### src/rtl/serial_adder_pkg.sv
// serial_adder_pkg: FSM states and default operand width shared with the serial adder bench
package serial_adder_pkg;
  localparam int DEFAULT_WIDTH = 8;
  typedef enum logic [1:0] {IDLE, SHIFT, HOLD} state_t;
endpackage

### src/rtl/sipo_shreg.sv
// sipo_shreg: LSB-first serial-in shift register with bit counter; done flags the WIDTH-th bit
module sipo_shreg
  import serial_adder_pkg::*;
#(
  parameter int WIDTH = DEFAULT_WIDTH
) (
  input  logic             clk,
  input  logic             reset,
  input  logic             load,
  input  logic             shift,
  input  logic             din,
  output logic [WIDTH-1:0] word,
  output logic             busy,
  output logic             done
);
  localparam int CW = $clog2(WIDTH + 1);
  localparam logic [CW-1:0] LAST = CW'(WIDTH - 1);
  logic [WIDTH-2:0] data;
  logic [CW-1:0]    count;
  // word is the fully assembled value as it stands once this cycle's bit is taken
  assign word = {din, data};
  assign busy = count != '0;
  assign done = shift && busy && count == LAST;
  always_ff @(posedge clk) begin
    if (!reset) begin
      data  <= '0;
      count <= '0;
    end else if (load) begin
      data  <= (WIDTH-1)'(din) << (WIDTH - 2);
      count <= CW'(1);
    end else if (shift && busy) begin
      data  <= word[WIDTH-1:1];
      count <= done ? '0 : count + 1'b1;
    end
  end
endmodule

### src/rtl/serial_sum_deser.sv
// serial_sum_deser: deserialises an LSB-first serial sum into a held parallel result.
// Optional parity_out enabled by defining SERIAL_DESER_PARITY_EN.
module serial_sum_deser
  import serial_adder_pkg::*;
#(
  parameter int WIDTH = DEFAULT_WIDTH
) (
  input  logic             clk,
  input  logic             reset,
  input  logic             bit_valid,
  input  logic             start,
  input  logic             sum_in,
  input  logic             cout_in,
  input  logic             out_ready,
  output logic             out_valid,
  output logic [WIDTH-1:0] result,
  output logic             carry_out,
  output logic             abort_pulse,
`ifdef SERIAL_DESER_PARITY_EN
  output logic             overrun,
  output logic             parity_out
`else
  output logic             overrun
`endif
);
  state_t           state, state_nx;
  logic             load, shift, busy, done, capture, drop;
  logic [WIDTH-1:0] word;
  assign load  = bit_valid & start;
  assign shift = bit_valid & ~start;
  sipo_shreg #(.WIDTH(WIDTH)) u_shreg (
    .clk   (clk),
    .reset (reset),
    .load  (load),
    .shift (shift),
    .din   (sum_in),
    .word  (word),
    .busy  (busy),
    .done  (done)
  );
  // a completed word overwrites the output unless one is still held and unaccepted
  always_comb begin
    capture  = done && (state != HOLD || out_ready);
    drop     = done && state == HOLD && !out_ready;
    state_nx = capture ? HOLD :
               (state == HOLD && out_ready) ? ((load || busy) ? SHIFT : IDLE) :
               (state == IDLE && load) ? SHIFT : state;
  end
  assign out_valid = state == HOLD;
  always_ff @(posedge clk) begin
    if (!reset) begin
      state       <= IDLE;
      result      <= '0;
      carry_out   <= 1'b0;
      abort_pulse <= 1'b0;
      overrun     <= 1'b0;
    end else begin
      state       <= state_nx;
      abort_pulse <= load && busy;
      if (drop) overrun <= 1'b1;
      if (capture) begin
        result    <= word;
        carry_out <= cout_in;
      end
    end
  end
`ifdef SERIAL_DESER_PARITY_EN
  always_ff @(posedge clk) begin
    if (!reset) parity_out <= 1'b0;
    else if (capture) parity_out <= ^word ^ cout_in;
  end
`endif
endmodule

### config.mk
export PLATFORM = sky130hd
export DESIGN_NAME = serial_sum_deser
export DESIGN_NICKNAME = d
export VERILOG_FILES = /design/src/rtl/serial_adder_pkg.sv /design/src/rtl/sipo_shreg.sv /design/src/rtl/serial_sum_deser.sv
export SDC_FILE = /design/constraint.sdc
export NUM_CORES = 1
export LEC_CHECK = 0
export ABC_AREA = 0
export CAP_MARGIN = 15
export CORE_MARGIN = 1
export CORE_UTILIZATION = 50
export DETAILED_ROUTE_END_ITERATION = 16
export PLACE_DENSITY = 0.86
export SLEW_MARGIN = 0
export SYNTH_ARGS = -nofsm -noshare
export SYNTH_HDL_FRONTEND = slang
export SYNTH_SLANG_ARGS = --single-unit
### constraint.sdc
create_clock -name clk -period 1.9 [get_ports clk]
set_input_delay 0.38 -clock clk [delete_from_list [all_inputs] [get_ports clk]]
set_output_delay 0.38 -clock clk [all_outputs]
set_load 0.02 [all_outputs]
==> results of run 1 <==
-- synth_stat cells (2+ instances only) --
| cell type | n |
|---|---|
| dfxtp_1 | 24 |
| nand2_1 | 21 |
| o21ai_0 | 11 |
| mux2i_1 | 10 |
| a21oi_1 | 9 |
| nand3_1 | 9 |
| inv_1 | 5 |
| a31oi_1 | 3 |
| buf_6 | 3 |
| clkbuf_1 | 2 |
| ha_1 | 2 |
| nor2b_1 | 2 |
| nor3_1 | 2 |
| nor3b_1 | 2 |
-- logic make-up after synthesis --
family	Yosys count
simple gates	44
fa+ha+maj	2
buf+inv	12
mux	10
compound gates	27
flops	24
-- worst max path at each step --
stage,startpoint,end
final,carry_out$_SDFFE_PN0P_,carry_out
after global routing,result[0]$_SDFFE_PN0P_,result[0]
after detailed placement,start,result[3]$_SDFFE_PN0P_
after CTS,state[1]$_SDFFE_PN0P_,out_valid
after floorplan,u_shreg.count[0]$_SDFFE_PN0P_,state[0]$_SDFFE_PP0P_
after global placement,start,result[0]$_SDFFE_PN0P_
-- metrics by stage --
step | total power, W | hold WS, ns
after floorplan | 0.000573 | 0.435
after global routing | 0.00100 | 0.478
final | 0.000962 | 0.469
after CTS | 0.000969 | 0.468
after detailed placement | 0.000601 | 0.450
after global placement | 0.000599 | 0.444
-- layout by cell type (no fill, tap or decap) --
cell / count
or4_1: 1
clkdlybuf4s50_1: 17
buf_4: 5
bufinv_16: 1
nand3_1: 9
and3b_1: 1
o21ai_2: 1
nand2_1: 21
inv_1: 5
and2b_2: 1
o41ai_1: 1
mux2i_1: 10
or3_1: 1
or3b_1: 1
a221oi_2: 1
clkbuf_4: 3
dlymetal6s2s_1: 1
nor2b_1: 2
nor3b_1: 2
a21boi_0: 1
nand2b_2: 1
nand3b_1: 1
dfxtp_1: 24
nor3_1: 2
a31oi_1: 3
nor3b_2: 1
a21oi_1: 9
o21ai_0: 11
ha_1: 2
-- state kept, by name, summed over array words and instances (netlist names) --
register	cells
overrun	1
state	2
result	8
carry_out	1
abort_pulse	1
u_shreg.count	4
u_shreg.data	7
-- metal layers --
metal  global-route usage [%]  vias to the layer above  routed length (µm)
met4                     13.3                        0                  55
met2                     36.3                       22                1100
met3                     3.70                        5                  71
met5                        0                        -                   0
met1                     26.1                      415                 942
li1                         -                      454                   -
-- where the power goes --
part            total, W  internal [W]  switching, W  leakage (nW)
clock network   0.000371      0.000214      0.000157        0.0279
logic          0.0000774     0.0000328     0.0000446         0.245
registers       0.000514      0.000509    0.00000468         0.194
-- cell type report --
class	count	area, µm²	area share (%)
clock buffers	3	22.5	1.71
inverters	5	18.8	1.42
flip-flops and latches	24	480	36.4
repair buffers	23	220	16.7
well taps	27	33.8	2.56
multi-input cells	83	514	39.0
clock inverters	1	30.0	2.27
-- worst min-delay path, delay by kind of cell, from the launching register on --
kind | cells | cell delay [ns]
simple gates | 1 | 0.05
flops | 1 | 0.34
mux | 1 | 0.05
==> run summary, run 1 <==
Status: finished clean
# nets final: 149
Period Utilization, post-route: 88.1%
Vias per cell: 5.40
Largest family of logic cells by synthesized area: simple AND/OR/NAND/NOR gates
Startpoint Class: flop
Diodes inserted: 0
Synth unique cells: 28
Slew @ Worst Pin: 0.505 ns
Synth Area in XOR/XNOR: 0%
RSZ-0062 raised after global routing: false
Placed cell area: 1260 µm²
Placer Congestion: 0.774
Global Route Usage Sum: 21.8%
Slew margin rel.: 66.2%
Slew Limit Fails: 0
Cts repair resizes: 0
Leading post-synthesis cells by cell area: dfxtp_1 45%, mux2i_1 9.4%, nand2_1 7.4%
Reg-to-reg setup timing slack: 0.29 ns
Hold buffers post-CTS: 0
Vias in the first global route: 796
Hold Crit Class: reg2reg
Mux contribution to synthesized area: 9.38%
Delay-heaviest family, CP: buffers and inverters
Top cell type's share of synthesized area: 45.0%
Top FF cell, synth: dfxtp_1
WL/cell: 13.1 µm
Final Instance Area: 1320 µm²
Die height: 48.2 µm
WP data arrival: 1.29 ns
PwrDens: 729 nW/µm²
Hpwl dp: 1600 µm
Worst-path clk slew: 0.13 ns
Max Clock Skew: 0.00768 ns
CP Data Required Time: 1.52 ns
Core ar.: 1980 µm²
Syn Area/Cell: 8.97 µm²
CTS HTree Levels: 1
Hold Crit Depth: 2
Peak supply drop: 0.000596 V
Port Buf Inserts: 18
Total number of yosys warnings: 0
Critical-path cell list: clkdlybuf4s50_1
DR pass1 iterations: 4
Setup Buffers After CTS: 0
Cts bufs inserted: 3
Die width: 48.2 µm
Overflow after GRT: 0
Io pins: 19
Initial Utilization: 53.9%
First-pass GRT wire length: 3410 µm
Clk_lat worst skew: 0.32 ns
Final Hold Fails: 0
Clock Sinks: 24
Synthesized Nets: 128
Hold_sp: result[1]$_SDFFE_PN0P_
Critical path class: reg2out
Synth Area in Compound Gates: 14.9%
Post-synth EDFFs: 0
DRT iter0 DRCs: 25
CP max FO: 2
Via count: 896
Pre-CTS setup slack: 0.0580 ns
Worst setup EP type: primary output
Worst reg2reg path endpoint: u_shreg.data[6]$_SDFFE_PN0P_
Final core utilization: 66.6%
Site Rows: 16
Antenna Nets Post-Route: 0
Post-Layout Cell Count: 166
Slowest CP cell: clkdlybuf4s50_1
Final WL: 2170 µm
Post-Place Cells: 162
Initial antenna violation count: 0
Synth Register Bits: 24
Adder-cell share of the synthesized area: 2.34%
F_max: 598 MHz
Post-Synth Simple-Gate Area: 21.6%
Fill cell count: 154
Clock root buffer: clkbuf_4
Post-route setup TNS: 0 ns
Setup WS post-layout: 0.226 ns
Area Growth Syn to Fin: 23.7%
Max-Cap Viols: 0
Mapped Area: 1070 µm²
Static Leak: 0.467 nW
CTS tree: built
Gate Count Post-Synth: 119
Largest net degree at the start of global routing: 15
Seq/Total Area, Yosys: 45.0%
Ratio of cells with drive above 1 in the final layout: 10.1%
Minimum clock period: 1.67 ns
Cell taking the most area after synthesis: dfxtp_1
Worst path depth: 1
Delay of the slowest critical-path stage: 0.61 ns
Worst path buffer plus inverter count: 1
Hold EP: result[1]$_SDFFE_PN0P_
Final setup viols: 0
Worst R2R Start: u_shreg.count[0]$_SDFFE_PN0P_
Post-synth ARST share: 0%
CTS max path bufs: 2
Die area: 2320 µm²
DRC: 0
Reg2Reg Depth: 5
No activity file was read; power rests on OpenSTA's default activity.
==> inputs of run 2 (changes only) <==
--- a/config.mk
+++ b/config.mk
@@ -8,9 +8,9 @@
 export ABC_AREA = 0
 export CAP_MARGIN = 15
 export CORE_MARGIN = 1
-export CORE_UTILIZATION = 50
+export CORE_UTILIZATION = 35
 export DETAILED_ROUTE_END_ITERATION = 16
-export PLACE_DENSITY = 0.86
+export PLACE_DENSITY = 0.67
 export SLEW_MARGIN = 0
 export SYNTH_ARGS = -nofsm -noshare
 export SYNTH_HDL_FRONTEND = slang
==> run 2 against run 1 <==
Against the previous run:
- the flow now finishes with violations (DRC)
- final area up 0.38%
- sequential share of layout area down 0.14 points
- largest power group unchanged
- register-to-register slack about the same
- die area up 41%
- clock skew up 0.0024 ns
- wire length up 2.9%
- global-route usage down 6.4 points
- utilization down 20 points
- clock power about the same
==> run summary, run 2 (synthesis gave the netlist of run 1 again) <==
Setup Buffers After CTS: 0
Post-Place Cells: 166
Regs by FF count: result x8, u_shreg.data x7, u_shreg.count x4
Multi-input logic area: 514 µm²
Via count: 899
Hpwl dp: 1610 µm
Die area: 3270 µm²
Critical-path cell list: clkdlybuf4s50_1
Max-Cap Viols: 0
First-pass GRT wire length: 3890 µm
Vias per cell: 5.29
Clock root buffer: clkbuf_4
Final Instance Area: 1330 µm²
Post-route setup TNS: 0 ns
Largest net degree at the start of global routing: 15
Final Hold Fails: 0
Die width: 57.2 µm
Max Clock Skew: 0.0101 ns
Max reg flops: 8
Slew margin rel.: 67.9%
Site Rows: 19
Period Utilization, post-route: 88.4%
Cts bufs inserted: 3
Die height: 57.2 µm
Slew @ Worst Pin: 0.479 ns
RSZ-0062 raised after global routing: false
Startpoint Class: flop
CP max FO: 2
Io pins: 19
DRC: 2
Static Leak: 0.468 nW
Port Buf Inserts: 18
Setup WS post-layout: 0.220 ns
Slowest CP cell: clkdlybuf4s50_1
Diodes inserted: 0
# nets final: 149
Status: finished, violations left
Worst setup EP type: primary output
Slew Limit Fails: 0
PwrDens: 725 nW/µm²
WL/cell: 13.1 µm
Failing checks: DRC
Largest register by flop count: result
Delay of the slowest critical-path stage: 0.61 ns
Placed cell area: 1270 µm²
Delay-heaviest family, CP: buffers and inverters
CP Data Required Time: 1.52 ns
Fill cell count: 280
Ratio of cells with drive above 1 in the final layout: 10.1%
Final setup viols: 0
Final WL: 2230 µm
DRT iter0 DRCs: 38
Initial antenna violation count: 0
Commonest cells after routing, fill and taps aside: 24 x dfxtp_1, 21 x nand2_1, 17 x clkdlybuf4s50_1
Post-Layout Cell Count: 170
Placer Congestion: 0.748
Worst-path clk slew: 0.14 ns
CTS tree: built
Vias in the first global route: 844
Global Route Usage Sum: 15.4%
Worst path buffer plus inverter count: 1
F_max: 595 MHz
Commonest non-fill, non-tap cell in the layout: dfxtp_1
Initial Utilization: 37.7%
Core ar.: 2830 µm²
Pre-CTS setup slack: 0.0644 ns
Critical path class: reg2out
WP data arrival: 1.30 ns
DR pass1 iterations: 11
Power after layout: 0.000961 W
FF/Latch Area: 480 µm²
Area Growth Syn to Fin: 24.1%
Antenna Nets Post-Route: 0
Peak supply drop: 0.000294 V
CTS max path bufs: 2
Overflow after GRT: 0
Clk_lat worst skew: 0.32 ns
CTS HTree Levels: 1
Hold Crit Class: reg2reg
Clock Sinks: 24
Minimum clock period: 1.68 ns
## run 2: cell counts in the layout (fill, tap and decap cells not counted)
No cell type changed its count.
## run 2: where the power goes
part,leakage [nW],switching (W),total (W),internal (W)
combinational,0.246,0.0000444,0.0000757,0.0000313
sequential,0.194,0.00000483,0.000514,0.000509
clock,0.0279,0.000158,0.000372,0.000213
total,0.468,0.000208,0.000961,0.000754
## run 2: per-layer routing
layer / vias to the layer above / global-route usage [%] / wire, µm
met1: 414 / 19.1 / 991
li1: 457 / - / -
met5: - / 0 / 0
met4: 0 / 8.36 / 36
met2: 24 / 25.9 / 1110
met3: 4 / 2.04 / 90
## run 2: final cells by class
type / instances / share of cell area (%)
clock inverters: 1 / 2.27
clock buffers: 3 / 1.70
multi-input cells: 83 / 38.8
repair buffers: 23 / 16.6
inverters: 5 / 1.42
flip-flops and latches: 24 / 36.3
well taps: 31 / 2.93
## run 2: repair_timing
action,in CTS,in global routing
setup endpoints to repair,0,1
hold buffers,0,0
endpoints found under the hold margin,0,0
resized for setup,0,1
## run 2: final timing paths
check                                              startpoint                      endpoint  slack [ns]  depth (start not counted)
worst max register to register  u_shreg.count[0]$_SDFFE_PN0P_  u_shreg.data[6]$_SDFFE_PN0P_        0.28                          5
worst min-delay path                   carry_out$_SDFFE_PN0P_        carry_out$_SDFFE_PN0P_        0.47                          2
worst max-delay path                   result[1]$_SDFFE_PN0P_                     result[1]        0.22                          1
worst min register to register         carry_out$_SDFFE_PN0P_        carry_out$_SDFFE_PN0P_        0.47                          2
## run 2: metrics by stage
| step | utilization [%] | hold WS [ns] |
|---|---|---|
| floorplan | - | 0.435 |
| global placement | 44.9 | 0.445 |
| detailed placement | 44.9 | 0.450 |
| CTS | 46.7 | 0.471 |
| global route | 46.8 | 0.487 |
| finish | 46.8 | 0.466 |
==> inputs of run 3 (changes only) <==
--- a/config.mk
+++ b/config.mk
@@ -7,11 +7,13 @@
 export LEC_CHECK = 0
 export ABC_AREA = 0
 export CAP_MARGIN = 15
+export CELL_PAD_IN_SITES_DETAIL_PLACEMENT = 0
+export CELL_PAD_IN_SITES_GLOBAL_PLACEMENT = 1
 export CORE_MARGIN = 1
 export CORE_UTILIZATION = 35
 export DETAILED_ROUTE_END_ITERATION = 16
-export PLACE_DENSITY = 0.67
-export SLEW_MARGIN = 0
+export PLACE_DENSITY = 0.82
+export SLEW_MARGIN = 20
 export SYNTH_ARGS = -nofsm -noshare
 export SYNTH_HDL_FRONTEND = slang
 export SYNTH_SLANG_ARGS = --single-unit
==> run 3 against run 2 <==
Against the previous run:
- the run still ends with DRC left
- sequential power is essentially flat
- wire length shrank 8.2%
- count of clock-buffer cells in the layout unchanged
- register-to-register slack gained 0.04 ns
- critical path depth stayed put
- non-clock buffer count stayed put
- worst hold slack is essentially flat
- final cell count is 0.59% lower
- global-route usage down 2.2 points
- combinational power is 0.9% lower
- final area decreased by 2.3%
- critical endpoint is now overrun
- largest power group unchanged
- highest routed layer unchanged
==> run summary, run 3 (synthesis gave the netlist of run 1 again) <==
Post-Layout Cell Count: 169
Peak supply drop: 0.000193 V
F_max: 609 MHz
RSZ-0062 raised after global routing: false
Pre-CTS setup slack: 0.0924 ns
Port Buf Inserts: 18
Site Rows: 19
Clk_lat worst skew: 0.31 ns
DR pass1 iterations: 10
Commonest cells after routing, fill and taps aside: 24 x dfxtp_1, 21 x nand2_1, 17 x clkdlybuf4s50_1
DRC: 4
Setup Buffers After CTS: 0
Power after layout: 0.000802 W
CP Data Required Time: 1.52 ns
Hold Crit Class: reg2reg
Max Clock Skew: 0.00148 ns
WL/cell: 12.1 µm
Status: finished, violations left
CTS max path bufs: 2
Post-Place Cells: 166
First-pass GRT wire length: 3330 µm
Hold buffers post-CTS: 0
Final setup viols: 0
Initial antenna violation count: 0
CTS HTree Levels: 1
Core ar.: 2830 µm²
Worst-path clk slew: 0.12 ns
Diodes inserted: 0
Slowest CP cell: clkdlybuf4s50_1
DRT iter0 DRCs: 32
WP data arrival: 1.26 ns
Post-route setup TNS: 0 ns
Ratio of cells with drive above 1 in the final layout: 9.42%
Max reg flops: 8
CP max FO: 2
Worst path buffer plus inverter count: 1
Failing checks: DRC
Io pins: 19
Global Route Usage Sum: 13.1%
Commonest non-fill, non-tap cell in the layout: dfxtp_1
Regs by FF count: result x8, u_shreg.data x7, u_shreg.count x4
Die width: 57.2 µm
Overflow after GRT: 0
Area Growth Syn to Fin: 21.3%
Largest net degree at the start of global routing: 19
Hpwl dp: 1500 µm
Max-Cap Viols: 0
Static Leak: 0.454 nW
Largest register by flop count: result
Die area: 3270 µm²
Slew margin rel.: 66.2%
# nets final: 149
Final WL: 2050 µm
Period Utilization, post-route: 86.4%
Critical-path cell list: clkdlybuf4s50_1
Setup WS post-layout: 0.258 ns
Via count: 908
Startpoint Class: flop
Initial Utilization: 37.7%
Final Hold Fails: 0
Minimum clock period: 1.64 ns
Slew Limit Fails: 0
Clock root buffer: clkbuf_4
Critical path class: reg2out
Die height: 57.2 µm
Cts bufs inserted: 3
Delay of the slowest critical-path stage: 0.60 ns
Fill cell count: 283
Delay-heaviest family, CP: buffers and inverters
Vias in the first global route: 788
Cts repair resizes: 0
CTS tree: built
Worst setup EP type: primary output
Slew @ Worst Pin: 0.504 ns
Antenna Nets Post-Route: 0
Clock Sinks: 24
PwrDens: 620 nW/µm²
Placer Congestion: 0.811
Vias per cell: 5.37
## run 3: final cells by class
class | instances | area [µm²] | area share (%)
Clock buffer | 3 | 22.5 | 1.74
Inverter | 5 | 18.8 | 1.45
Tap cell | 31 | 38.8 | 3.00
Multi-Input combinational cell | 83 | 514 | 39.7
Sequential cell | 24 | 480 | 37.1
Timing Repair Buffer | 23 | 220 | 17.0
## run 3: per-layer routing
layer,share of wire (%),wire (µm),global-route usage [%]
met5,0,0,0
met4,2.3,47,7.32
met3,3.7,76,1.36
met2,49,1000,21.3
met1,45,923,17.1
## run 3: power by group
part	total [W]	internal, W	leakage [nW]	switching (W)
logic	0.0000750	0.0000312	0.246	0.0000438
clock network	0.000214	0.0000742	0.0138	0.000140
registers	0.000513	0.000509	0.194	0.00000449
## run 3: path summary, 6_finish.rpt
kind	endpoint	slack [ns]	depth (start not counted)	from
min reg2reg	result[5]$_SDFFE_PN0P_	0.47	2	result[5]$_SDFFE_PN0P_
max reg2reg	state[0]$_SDFFE_PP0P_	0.32	5	u_shreg.count[0]$_SDFFE_PN0P_
min	result[5]$_SDFFE_PN0P_	0.47	2	result[5]$_SDFFE_PN0P_
max	overrun	0.26	1	overrun$_SDFFE_PN0P_
## run 3: per-stage QoR
step	utilization (%)	instance area [µm²]	hold slack, ns
final	45.8	1290	0.467
after global routing	45.8	1290	0.476
after CTS	45.7	1290	0.473
after detailed placement	44.9	1270	0.453
after global placement	44.9	1270	0.444
after floorplan	-	1070	0.435
